`src/rtl/adder_pkg.sv`:
```
// Shared types and elaboration helpers for the sequential slice adder family.
package adder_pkg;

  typedef enum logic [1:0] {
    IDLE = 2'b00,
    BUSY = 2'b01,
    DONE = 2'b10
  } state_t;

  function automatic int calc_nslice(input int width, input int slice);
    return (slice > 0) ? (width / slice) : 1;
  endfunction

  function automatic bit slice_legal(input int width, input int slice);
    return (width >= 1) && (slice >= 1) && (slice <= width) && ((width % slice) == 0);
  endfunction

endpackage

```
`src/rtl/adder_slice_df.sv`:
```
// Combinational SLICE-bit dataflow adder: {o_cout, o_s} = i_a + i_b + i_cin.
module adder_slice_df #(
  parameter int SLICE = 4
) (
  input  logic [SLICE-1:0] i_a,
  input  logic [SLICE-1:0] i_b,
  input  logic             i_cin,
  output logic [SLICE-1:0] o_s,
  output logic             o_cout
);

  assign {o_cout, o_s} = {1'b0, i_a} + {1'b0, i_b} + {{SLICE{1'b0}}, i_cin};

endmodule

```
`src/rtl/adder_seq_n_bit.sv`:
```
// Multi-cycle WIDTH-bit adder, SLICE bits per clock, start/busy/done handshake.
// Define ADDER_SEQ_OVERFLOW_EN to add the registered two's-complement overflow output V.
module adder_seq_n_bit #(
  parameter int WIDTH = 8,
  parameter int SLICE = 4
) (
  input  logic             clock,
  input  logic             reset,
  input  logic             start,
  input  logic [WIDTH-1:0] A,
  input  logic [WIDTH-1:0] B,
  input  logic             C0,
  output logic [WIDTH-1:0] Sum,
  output logic             C4,
  output logic             busy,
  output logic             done
`ifdef ADDER_SEQ_OVERFLOW_EN
  ,
  output logic             V
`endif
);
  import adder_pkg::*;

  localparam int NSLICE = calc_nslice(WIDTH, SLICE);
  localparam int CNT_W  = (NSLICE > 1) ? $clog2(NSLICE) : 1;
  localparam logic [CNT_W-1:0] CNT_LAST = CNT_W'(NSLICE - 1);

  generate
    if (!slice_legal(WIDTH, SLICE)) begin : g_bad_params
      $error("adder_seq_n_bit: WIDTH must be a positive multiple of SLICE");
    end
  endgenerate

  state_t           r_state, w_state_nxt;
  logic [WIDTH-1:0] r_opa, r_opb, r_work;
  logic             r_cy;
  logic [CNT_W-1:0] r_cnt;
  logic [SLICE-1:0] w_s;
  logic             w_c;
  logic [WIDTH-1:0] w_work_nxt;
  logic             w_load, w_last;

  adder_slice_df #(.SLICE(SLICE)) u_slice (
    .i_a    (r_opa[SLICE-1:0]),
    .i_b    (r_opb[SLICE-1:0]),
    .i_cin  (r_cy),
    .o_s    (w_s),
    .o_cout (w_c)
  );

  // Each new slice enters at the MSB end, so after NSLICE shifts the LSB slice sits at bit 0.
  assign w_work_nxt = (r_work >> SLICE) | (WIDTH'(w_s) << (WIDTH - SLICE));

`ifdef ADDER_SEQ_OVERFLOW_EN
  logic w_v;
  // Carry into the MSB is recovered from the MSB sum bit and its operand bits.
  assign w_v = r_opa[SLICE-1] ^ r_opb[SLICE-1] ^ w_s[SLICE-1] ^ w_c;
`endif

  always_comb begin
    w_state_nxt = r_state;
    busy        = 1'b0;
    done        = 1'b0;
    w_load      = 1'b0;
    w_last      = 1'b0;
    case (r_state)
      IDLE: begin
        if (start) begin
          w_load      = 1'b1;
          w_state_nxt = BUSY;
        end
      end
      BUSY: begin
        busy = 1'b1;
        if (r_cnt == CNT_LAST) begin
          w_last      = 1'b1;
          w_state_nxt = DONE;
        end
      end
      DONE: begin
        done = 1'b1;
        if (start) begin
          w_load      = 1'b1;
          w_state_nxt = BUSY;
        end else begin
          w_state_nxt = IDLE;
        end
      end
      default: w_state_nxt = IDLE;
    endcase
  end

  always_ff @(posedge clock) begin
    if (reset) r_state <= IDLE;
    else       r_state <= w_state_nxt;
  end

  always_ff @(posedge clock) begin
    if (reset) begin
      r_opa  <= '0;
      r_opb  <= '0;
      r_work <= '0;
      r_cy   <= 1'b0;
      r_cnt  <= '0;
      Sum    <= '0;
      C4     <= 1'b0;
`ifdef ADDER_SEQ_OVERFLOW_EN
      V      <= 1'b0;
`endif
    end else if (w_load) begin
      r_opa <= A;
      r_opb <= B;
      r_cy  <= C0;
      r_cnt <= '0;
    end else if (r_state == BUSY) begin
      r_opa  <= r_opa >> SLICE;
      r_opb  <= r_opb >> SLICE;
      r_cy   <= w_c;
      r_cnt  <= r_cnt + CNT_W'(1);
      r_work <= w_work_nxt;
      // Result registers only move on the final slice, never showing partial sums.
      if (w_last) begin
        Sum <= w_work_nxt;
        C4  <= w_c;
`ifdef ADDER_SEQ_OVERFLOW_EN
        V   <= w_v;
`endif
      end
    end
  end

endmodule

```
`config.mk`:
```
export PLATFORM = sky130hd
export DESIGN_NAME = adder_seq_n_bit
export DESIGN_NICKNAME = d
export VERILOG_FILES = /design/src/rtl/adder_pkg.sv /design/src/rtl/adder_slice_df.sv /design/src/rtl/adder_seq_n_bit.sv
export SDC_FILE = /design/constraint.sdc
export NUM_CORES = 1
export LEC_CHECK = 0
export CORE_AREA = 10 10 72 74
export CTS_CLUSTER_DIAMETER = 200
export CTS_CLUSTER_SIZE = 8
export DETAILED_ROUTE_END_ITERATION = 8
export DIE_AREA = 0 0 82 84
export PLACE_DENSITY_LB_ADDON = 0.05
export SYNTH_ARGS = -nofsm -noshare
export SYNTH_HDL_FRONTEND = slang
export SYNTH_SLANG_ARGS = --single-unit
```
`constraint.sdc`:
```
create_clock -name clock -period 2.6 [get_ports clock]
set_clock_uncertainty 0.15 [all_clocks]
set_input_delay 0.39 -clock clock [delete_from_list [all_inputs] [get_ports clock]]
set_output_delay 0.39 -clock clock [all_outputs]
set_load 0.02 [all_outputs]
```
==> reports/results.md, run 1 <==
| Metric | Reported |
|---|---|
| Run status | complete, no violations |
| Clk buf depth | 2 |
| Detailed-router iteration count before antenna repair | 4 |
| Number of I/O port buffers | 30 |
| Routed Wire Length | 3310 um |
| Die Span Y | 84 um |
| Biggest area contributors in the synthesized netlist | dfxtp_1 (46%), a21oi_1 (7.9%), nand3_1 (5.5%) |
| Count of non-filler cells in the finished layout | 241 |
| Netlist Area Pre-Place | 1450 um^2 |
| Clock insertion delay at the later pin of the skew report | 0.28 ns |
| Cell at the slowest stage of the critical path | clkdlybuf4s50_1 |
| Vias in the first global route | 1169 |
| Antenna Nets Post-Route | 0 |
| Number of standard-cell rows in the floorplan | 23 |
| Die Width | 82 um |
| Area occupied by multi-input gates | 679 um^2 |
| Number of enable flip-flop cells after synthesis | 0 |
| Worst hold margin | 0.298 ns |
| Antenna diode instance count | 0 |
| Unrepaired setup endpoints after global routing | no |
| Slack of the worst reg-to-reg path | 0.58 ns |
| Clock buffer count from CTS | 5 |
| Placed Instances | 233 |
| Hold Buf Count CTS | 0 |
| Total power density per cell area | 586 nW/um^2 |
| Tcrit/Tclk final | 87.8% |
| Utilization after layout | 48.0% |
| Area Overhead vs Synth | 27.4% |
| Shortest period the worst path allows | 2.28 ns |
| Peak VDD IR | 0.361 mV |
| Critical Path End Type | output pin |
| Number of antenna violations at the first check in global routing | 0 |
| Post-detailed-route wirelength per cell | 13.7 um |
| Post-synthesis instance total | 160 |
| Total global-route track usage | 10.1% |
| Leakage dissipation | 0.633 nW |
| Share of post-route cells with drive strength above 1 | 8.90% |
| Final hold violations | 0 |
| Setup Viol. Count Final | 0 |
| Count of final max-slew check failures | 0 |
| Top fanout value on the critical path | 20 |
| Hold Path End | Sum[3] |
| Clock tree root driver cell | clkbuf_8 |
| Arrival time of the worst setup path | 1.74 ns |
| Leading cell types by count after synthesis | dfxtp_1 (33), a21oi_1 (23), nand2_1 (20) |
| Crit-path max cell delay | 0.60 ns |
| Starting density of the core | 37.6% |
| DRC violations left | 0 |
| Overall via count from detail_route | 1188 |
| Max-capacitance violation count | 0 |
| CTS tree | built |
| Number of sinks driven by the clock tree | 33 |
| Number of synthesized register bits | 33 |
| Reg-to-Reg Start | r_opa[0] |
| Critical path launch point type | register |
| Net Sw Frac | 25.8% |
| Floorplan die area | 6890 um^2 |
| Number of cells on the worst hold path | 2 |
| Register-to-Register Path Depth | 6 |
| Required time at the worst-slack endpoint | 2.06 ns |
| Synthesized net count | 185 |
| Area share of the largest cell type after synthesis | 45.5% |
| Initial DRC count | 56 |
| Highest attainable clock frequency | 438 MHz |
| Proportion of synthesized chip area in sequential cells | 45.5% |
| Int Power | 0.804 mW |
| Number of H-tree branching levels | 2 |
| Ys Warns | 0 |
| Combinational Power Share | 15.8% |
| Overflow after GRT | 0 |
| Vias per cell | 4.93 |
| Cell with the most instances after synthesis | dfxtp_1 |
| Count of buffers added by post-CTS timing repair for setup | 0 |
| Category of the critical setup timing path | register to output pin |
| FF+latch area | 661 um^2 |
| Commonest register cell after synthesis | dfxtp_1 |
| Top-level I/O count | 31 |
| Cell type with the largest total area after synthesis | dfxtp_1 |
| Slew at the pin closest to its max-slew limit | 0.462 ns |
| Sw Pwr | 0.279 mW |
| Fraction of registers with async set or reset after synthesis | 0% |
| Global-route wire length before repair | 5470 um |
| Area inside the core boundary | 3860 um^2 |
| Clock-pin slew on the worst setup and hold paths | 0.06 ns |
| Post-DP HPWL | 2400 um |
| Total negative setup slack | 0 ns |
| Post-cts repair resize count | 0 |
| Worst hold-check path type | register to register |
| Number of fillers in the final layout | 409 |
| Hold wc startpoint | r_work[7] |
| Gp weighted congestion | 0.747 |
| Destination of the worst register-to-register timing path | r_cy |
| Series of cell instances along the critical path | nand2b_2, inv_4, clkdlybuf4s50_1 |
| Pin count of the biggest net entering global routing | 21 |
| Average cell area after synthesis | 9.07 um^2 |
| Sequential share of power | 50.8% |
| Worst slew slack as a fraction of its limit | 69.2% |
| Final net count | 215 |
| Count of different cell masters after synthesis | 32 |
| Clock network fraction of design power | 33.3% |
| Pwr Total | 1.08 mW |
placed cells by master, fill, tap and decap left out, drive strengths merged, types with 3 or more instances in the layout:
cell | Yosys | final
nand3 | 16 | 16
dfxtp | 33 | 33
buf | 11 | 5
a22oi | 8 | 8
nand2 | 20 | 20
ha | 3 | 3
inv | 7 | 7
a21oi | 23 | 23
a211oi | 5 | 5
clkdlybuf4s50 | 0 | 30
nor2b | 4 | 4
nor2 | 7 | 7
clkbuf | 1 | 8
registers in the layout, summed over array words and instances, names as in the netlist:
signal   flops
C4           1
Sum          8
r_cy         1
r_cnt        1
r_opa        8
r_state      2
r_work       4
r_opb        8
logic make-up after synthesis:
| group | after synthesis | synth area share (%) |
|---|---|---|
| simple gates | 57 | 19.4 |
| compound gates | 44 | 20.9 |
| flops | 33 | 45.5 |
| buf+inv | 19 | 7.67 |
| fa+ha+maj | 5 | 5.35 |
| xor+xnor | 2 | 1.21 |
layer usage:
metal / GRT usage (%) / part of all wire, % / vias to the layer above
li1: - / - / 617
met1: 11.4 / 46 / 538
met2: 15.7 / 46 / 28
met3: 4.85 / 6.4 / 5
met4: 3.72 / 1.3 / 0
met5: 0 / 0 / -
how the worst max path moves through the flow:
| stage | from | endpoint | slack, ns | cells past startpoint |
|---|---|---|---|---|
| global route | r_state[0] | busy | 0.17 | 3 |
| detailed placement | r_opa[0] | r_cy | 0.59 | 6 |
| finish | r_state[0] | busy | 0.32 | 3 |
| floorplan | r_opa[0] | r_cy | 0.74 | 6 |
| CTS | r_state[0] | busy | 0.29 | 3 |
| global placement | r_state[0] | busy | 0.63 | 3 |
power by group through the flow:
stage,combinational (mW),sequential (mW),clock [mW]
after detailed placement,0.173,0.562,0
after CTS,0.174,0.551,0.377
final,0.171,0.551,0.361
after global routing,0.191,0.555,0.398
after global placement,0.171,0.561,0
after floorplan,0.116,0.561,0
metrics by stage:
stage	worst slack [ns]	cell area [um^2]
floorplan	0.737	1450
global placement	0.632	1770
detailed placement	0.586	1770
CTS	0.286	1850
global route	0.171	1850
finish	0.318	1850
cell type report:
class / instances / area share (%)
Timing Repair Buffer: 35 / 18.3
Multi-Input combinational cell: 108 / 36.7
Sequential cell: 33 / 35.7
Tap cell: 50 / 3.38
Inverter: 7 / 1.56
Clock buffer: 8 / 4.33
worst max-delay path: cells and delay by family (launching register included):
kind	cells	cell delay, ns
AND/OR/NAND/NOR	1	0.31
flip-flops	1	0.42
buffers and inverters	2	0.72
Note: power is estimated with default switching activity, not from simulation.
==> run 2: changes to the inputs <==
- CORE_AREA: 10 10 72 74 -> 2 2 64 66
- DIE_AREA: 0 0 82 84 -> 0 0 66 68
==> run 2 against run 1 <==
Compared with the run above:
- hold slack better by 0.0016 ns
- power is 0.48% lower
- die area decreased by 35%
- sequential share of layout area is the same
- largest power group unchanged
- core utilization did not move
- critical path depth unchanged
- design area unchanged
==> reports/results.md, run 2 (synthesized netlist as in run 1, its figures left out) <==
| Metric | Reported |
|---|---|
| Top-level I/O count | 31 |
| Routed Wire Length | 2990 um |
| Count of final max-slew check failures | 0 |
| Crit-path max cell delay | 0.60 ns |
| Regs by FF count | Sum x8, r_opa x8, r_opb x8 |
| Utilization after layout | 48.0% |
| Leakage dissipation | 0.633 nW |
| Count of non-filler cells in the finished layout | 241 |
| Antenna Nets Post-Route | 0 |
| Final net count | 215 |
| Pre-CTS setup slack | 0.597 ns |
| Clock insertion delay at the later pin of the skew report | 0.27 ns |
| Detailed-router iteration count before antenna repair | 4 |
| Worst hold margin | 0.300 ns |
| Unrepaired setup endpoints after global routing | no |
| Global-route wire length before repair | 5000 um |
| Number of I/O port buffers | 30 |
| Cell type group with the largest total delay on the critical path | buffers and inverters |
| Die Width | 66 um |
| Area Overhead vs Synth | 27.4% |
| Run status | complete, no violations |
| Post-DP HPWL | 2100 um |
| Clock-pin slew on the worst setup and hold paths | 0.06 ns |
| DRC violations left | 0 |
| Slew at the pin closest to its max-slew limit | 0.457 ns |
| Number of antenna violations at the first check in global routing | 0 |
| Final hold violations | 0 |
| Series of cell instances along the critical path | nand2b_2, inv_4, clkdlybuf4s50_1 |
| Die Span Y | 68 um |
| Arrival time of the worst setup path | 1.74 ns |
| Total negative setup slack | 0 ns |
| CTS tree | built |
| Critical path launch point type | register |
| Most common cell after layout, fill and taps aside | dfxtp_1 |
| Clock buffer count from CTS | 5 |
| Peak VDD IR | 0.343 mV |
| Number of H-tree branching levels | 2 |
| Total global-route track usage | 14.9% |
| Area inside the core boundary | 3860 um^2 |
| Starting density of the core | 37.6% |
| Worst slew slack as a fraction of its limit | 69.5% |
| Cell at the slowest stage of the critical path | clkdlybuf4s50_1 |
| Worst path buffer plus inverter count | 2 |
| Required time at the worst-slack endpoint | 2.06 ns |
| Post-detailed-route wirelength per cell | 12.4 um |
| Gp weighted congestion | 0.703 |
| Floorplan die area | 4490 um^2 |
| Setup ws final | 0.324 ns |
| Critical Path End Type | output pin |
| Placed Instances | 233 |
| Worst hold-check path type | register to register |
| Number of standard-cell rows in the floorplan | 23 |
| Setup Viol. Count Final | 0 |
| Max-capacitance violation count | 0 |
| Category of the critical setup timing path | register to output pin |
| Initial DRC count | 62 |
| Tcrit/Tclk final | 87.6% |
| Share of post-route cells with drive strength above 1 | 8.90% |
| Post-layout instance area | 1850 um^2 |
| Clk buf depth | 2 |
| Antenna diode instance count | 0 |
| Vias per cell | 4.95 |
| Top fanout value on the critical path | 20 |
| Overflow after GRT | 0 |
| Overall via count from detail_route | 1194 |
| Leading cell types in the layout, fill and taps excluded | dfxtp_1 (33), clkdlybuf4s50_1 (30), a21oi_1 (23), nand2_1 (20), nand3_1 (16) |
| Shortest period the worst path allows | 2.28 ns |
| Vias in the first global route | 1164 |
| Highest attainable clock frequency | 439 MHz |
| Count of buffers added by post-CTS timing repair for setup | 0 |
| Post-cts repair resize count | 0 |
| Clock tree root driver cell | clkbuf_8 |
| Pin count of the biggest net entering global routing | 21 |
| Pwr Total | 1.08 mW |
| Hold Buf Count CTS | 0 |
| Number of sinks driven by the clock tree | 33 |
| Total power density per cell area | 583 nW/um^2 |
| Placed inst area | 1770 um^2 |
==> run 2: layout make-up <==
class | instances | area [um^2]
fillers | 421 | 2010
multi-input cells | 108 | 679
clock buffers | 8 | 80.1
inverters | 7 | 28.8
repair buffers | 35 | 338
well taps | 50 | 62.6
flip-flops and latches | 33 | 661
==> run 2: where the power goes <==
group | total, mW | switching, mW | internal, mW | leakage (nW)
sequential | 0.551 | 0.0169 | 0.534 | 0.270
combinational | 0.171 | 0.0899 | 0.0808 | 0.324
clock | 0.357 | 0.167 | 0.190 | 0.0395
total | 1.08 | 0.274 | 0.805 | 0.633
==> run 2: worst paths after layout <==
| path | slack, ns | cells past startpoint | to | from |
|---|---|---|---|---|
| setup / recovery | 0.32 | 3 | busy | r_state[0] |
| hold / removal | 0.30 | 2 | Sum[3] | r_work[7] |
| setup reg to reg | 0.61 | 6 | C4 | r_opa[0] |
| hold reg to reg | 0.30 | 2 | Sum[3] | r_work[7] |
==> run 2: routing by layer <==
metal | vias to the layer above | share of wire, % | global-route usage, %
met5 | - | 0 | 0
met1 | 547 | 46 | 16.5
li1 | 618 | - | -
met4 | 0 | 1.2 | 6.89
met3 | 4 | 4.5 | 3.95
met2 | 25 | 48 | 26.9
==> run 2: tightest hold or removal path, stage by stage, from the launching register on <==
cell	delay, ns
dfxtp_1	0.31
nand2_1	0.05
a21oi_1	0.05
==> run 3: changes to the inputs <==
- CAP_MARGIN: default -> 10
- CORE_AREA: 2 2 64 66 -> 2 2 54 77
- DIE_AREA: 0 0 66 68 -> 0 0 56 79
==> run 3 against run 2 <==
Compared with the run above:
- worst setup slack barely moved
- via count rose by 3.2%
- sequential power barely moved
- clock-buffer cell count did not move
- hold slack got worse by 0.0020 ns
- first-iteration DRC count fell by 77%
- highest routed layer unchanged
- critical path depth did not move
- critical endpoint unchanged
- routed wire length rose by 1.2%
- non-clock buffer count did not move
- core utilization rose by 0.69 points
==> reports/results.md, run 3 (synthesized netlist as in run 1, its figures left out) <==
| Metric | Reported |
|---|---|
| Run status | complete, no violations |
| Number of H-tree branching levels | 2 |
| Number of sinks driven by the clock tree | 33 |
| Routed length on met3 | 125 um |
| Vias per cell | 5.26 |
| Worst hold-check path type | register to register |
| Top-level I/O count | 31 |
| Clock tree root driver cell | clkbuf_8 |
| Area Overhead vs Synth | 26.8% |
| Post-DP HPWL | 2140 um |
| Antenna Nets Post-Route | 0 |
| CTS tree | built |
| Overall via count from detail_route | 1232 |
| Final net count | 215 |
| Total global-route track usage | 14.8% |
| Gp weighted congestion | 0.804 |
| Register-to-Register Path Depth | 6 |
| Area inside the core boundary | 3780 um^2 |
| Die Span Y | 79 um |
| CP Launch Point | r_state[0] |
| Pre-CTS setup slack | 0.605 ns |
| DRC violations left | 0 |
| Max Used Layer | met4 |
| Category of the critical setup timing path | register to output pin |
| Max-capacitance violation count | 0 |
| Most common cell after layout, fill and taps aside | dfxtp_1 |
| Post-cts repair resize count | 0 |
| Count of final max-slew check failures | 0 |
| Floorplan die area | 4420 um^2 |
| Clock-pin slew on the worst setup and hold paths | 0.06 ns |
| Hold wc startpoint | r_work[7] |
| Initial DRC count | 14 |
| Share of post-route cells with drive strength above 1 | 8.90% |
| Total met2 wirelength after detailed routing | 1550 um |
| Die Width | 56 um |
| Combinational Power Share | 15.8% |
| Hold Buf Count CTS | 0 |
| Net Sw Frac | 25.5% |
| Number of standard-cell rows in the floorplan | 27 |
| Count of buffers added by post-CTS timing repair for setup | 0 |
| Unrepaired setup endpoints after global routing | no |
| Routed Wire Length | 3020 um |
| Highest attainable clock frequency | 439 MHz |
| Total negative setup slack | 0 ns |
| Leading cell types in the layout, fill and taps excluded | dfxtp_1 (33), clkdlybuf4s50_1 (30), a21oi_1 (23), nand2_1 (20), nand3_1 (16) |
| Clock network fraction of design power | 33.1% |
| Global-route wire length before repair | 5100 um |
| Vias in the first global route | 1200 |
| Sequential share of power | 51.1% |
| Clock buffer count from CTS | 5 |
| Critical Path End Type | output pin |
| Antenna diode instance count | 0 |
| Overflow after GRT | 0 |
| Setup ws final | 0.323 ns |
| Number of antenna violations at the first check in global routing | 0 |
| Starting density of the core | 38.4% |
| Post-detailed-route wirelength per cell | 12.9 um |
| Detailed-router iteration count before antenna repair | 5 |
| Pin count of the biggest net entering global routing | 21 |
| Clock insertion delay at the later pin of the skew report | 0.28 ns |
| Reg-to-Reg Start | r_opa[0] |
| Sw Pwr | 0.275 mW |
| Total power density per cell area | 587 nW/um^2 |
| Critical path launch point type | register |
| Int Power | 0.804 mW |
| Number of I/O port buffers | 30 |
| Arrival time of the worst setup path | 1.74 ns |
| Regs by FF count | Sum x8, r_opa x8, r_opb x8 |
| Number of cells on the worst hold path | 2 |
| Shortest period the worst path allows | 2.28 ns |
| Clk buf depth | 2 |
| Worst slew slack as a fraction of its limit | 69.0% |
| Tcrit/Tclk final | 87.6% |
| Final hold violations | 0 |
| Setup Viol. Count Final | 0 |
| Slew at the pin closest to its max-slew limit | 0.465 ns |
| Peak VDD IR | 0.366 mV |
| Required time at the worst-slack endpoint | 2.06 ns |
| Top fanout value on the critical path | 20 |
| DRT met1 WL | 1280 um |
| Leakage dissipation | 0.633 nW |
==> run 3: metrics by stage <==
| step | hold slack, ns | power, mW | instance area [um^2] | std cells | util (%) |
|---|---|---|---|---|---|
| after floorplan | 0.277 | 0.677 | 1450 | 160 | - |
| after global placement | 0.280 | 0.733 | 1760 | 226 | 46.5 |
| after detailed placement | 0.296 | 0.735 | 1760 | 226 | 46.5 |
| after CTS | 0.304 | 1.10 | 1840 | 234 | 48.6 |
| after global routing | 0.326 | 1.14 | 1840 | 234 | 48.6 |
| final | 0.298 | 1.08 | 1840 | 234 | 48.6 |
==> run 3: power groups by stage <==
stage / registers, mW / clock network (mW) / logic (mW)
finish: 0.551 / 0.358 / 0.171
global route: 0.554 / 0.400 / 0.189
CTS: 0.551 / 0.374 / 0.174
detailed placement: 0.562 / 0 / 0.173
global placement: 0.561 / 0 / 0.172
floorplan: 0.561 / 0 / 0.116
==> run 3: path summary, 6_finish.rpt <==
path,endpoint,slack (ns)
max,busy,0.32
min,Sum[3],0.30
max reg2reg,r_cy,0.63
min reg2reg,Sum[3],0.30
==> run 3: final cells by class <==
type                    count  area [um^2]
repair buffers             35          338
clock buffers               8         80.1
multi-input cells         108          679
flip-flops and latches     33          661
inverters                   7         28.8
fillers                   406         1940
well taps                  43         53.8
==> run 3: per-layer routing <==
layer | up-vias | global-route usage, %
met5 | - | 0
met4 | 0 | 9.29
met3 | 8 | 3.42
met2 | 30 | 26.6
met1 | 574 | 15.4
li1 | 620 | -
==> run 3: worst max-delay path: stages, from the launching register on <==
cell and delay [ns]:
dfxtp_1 0.42, nand2b_2 0.31, inv_4 0.12, clkdlybuf4s50_1 0.60
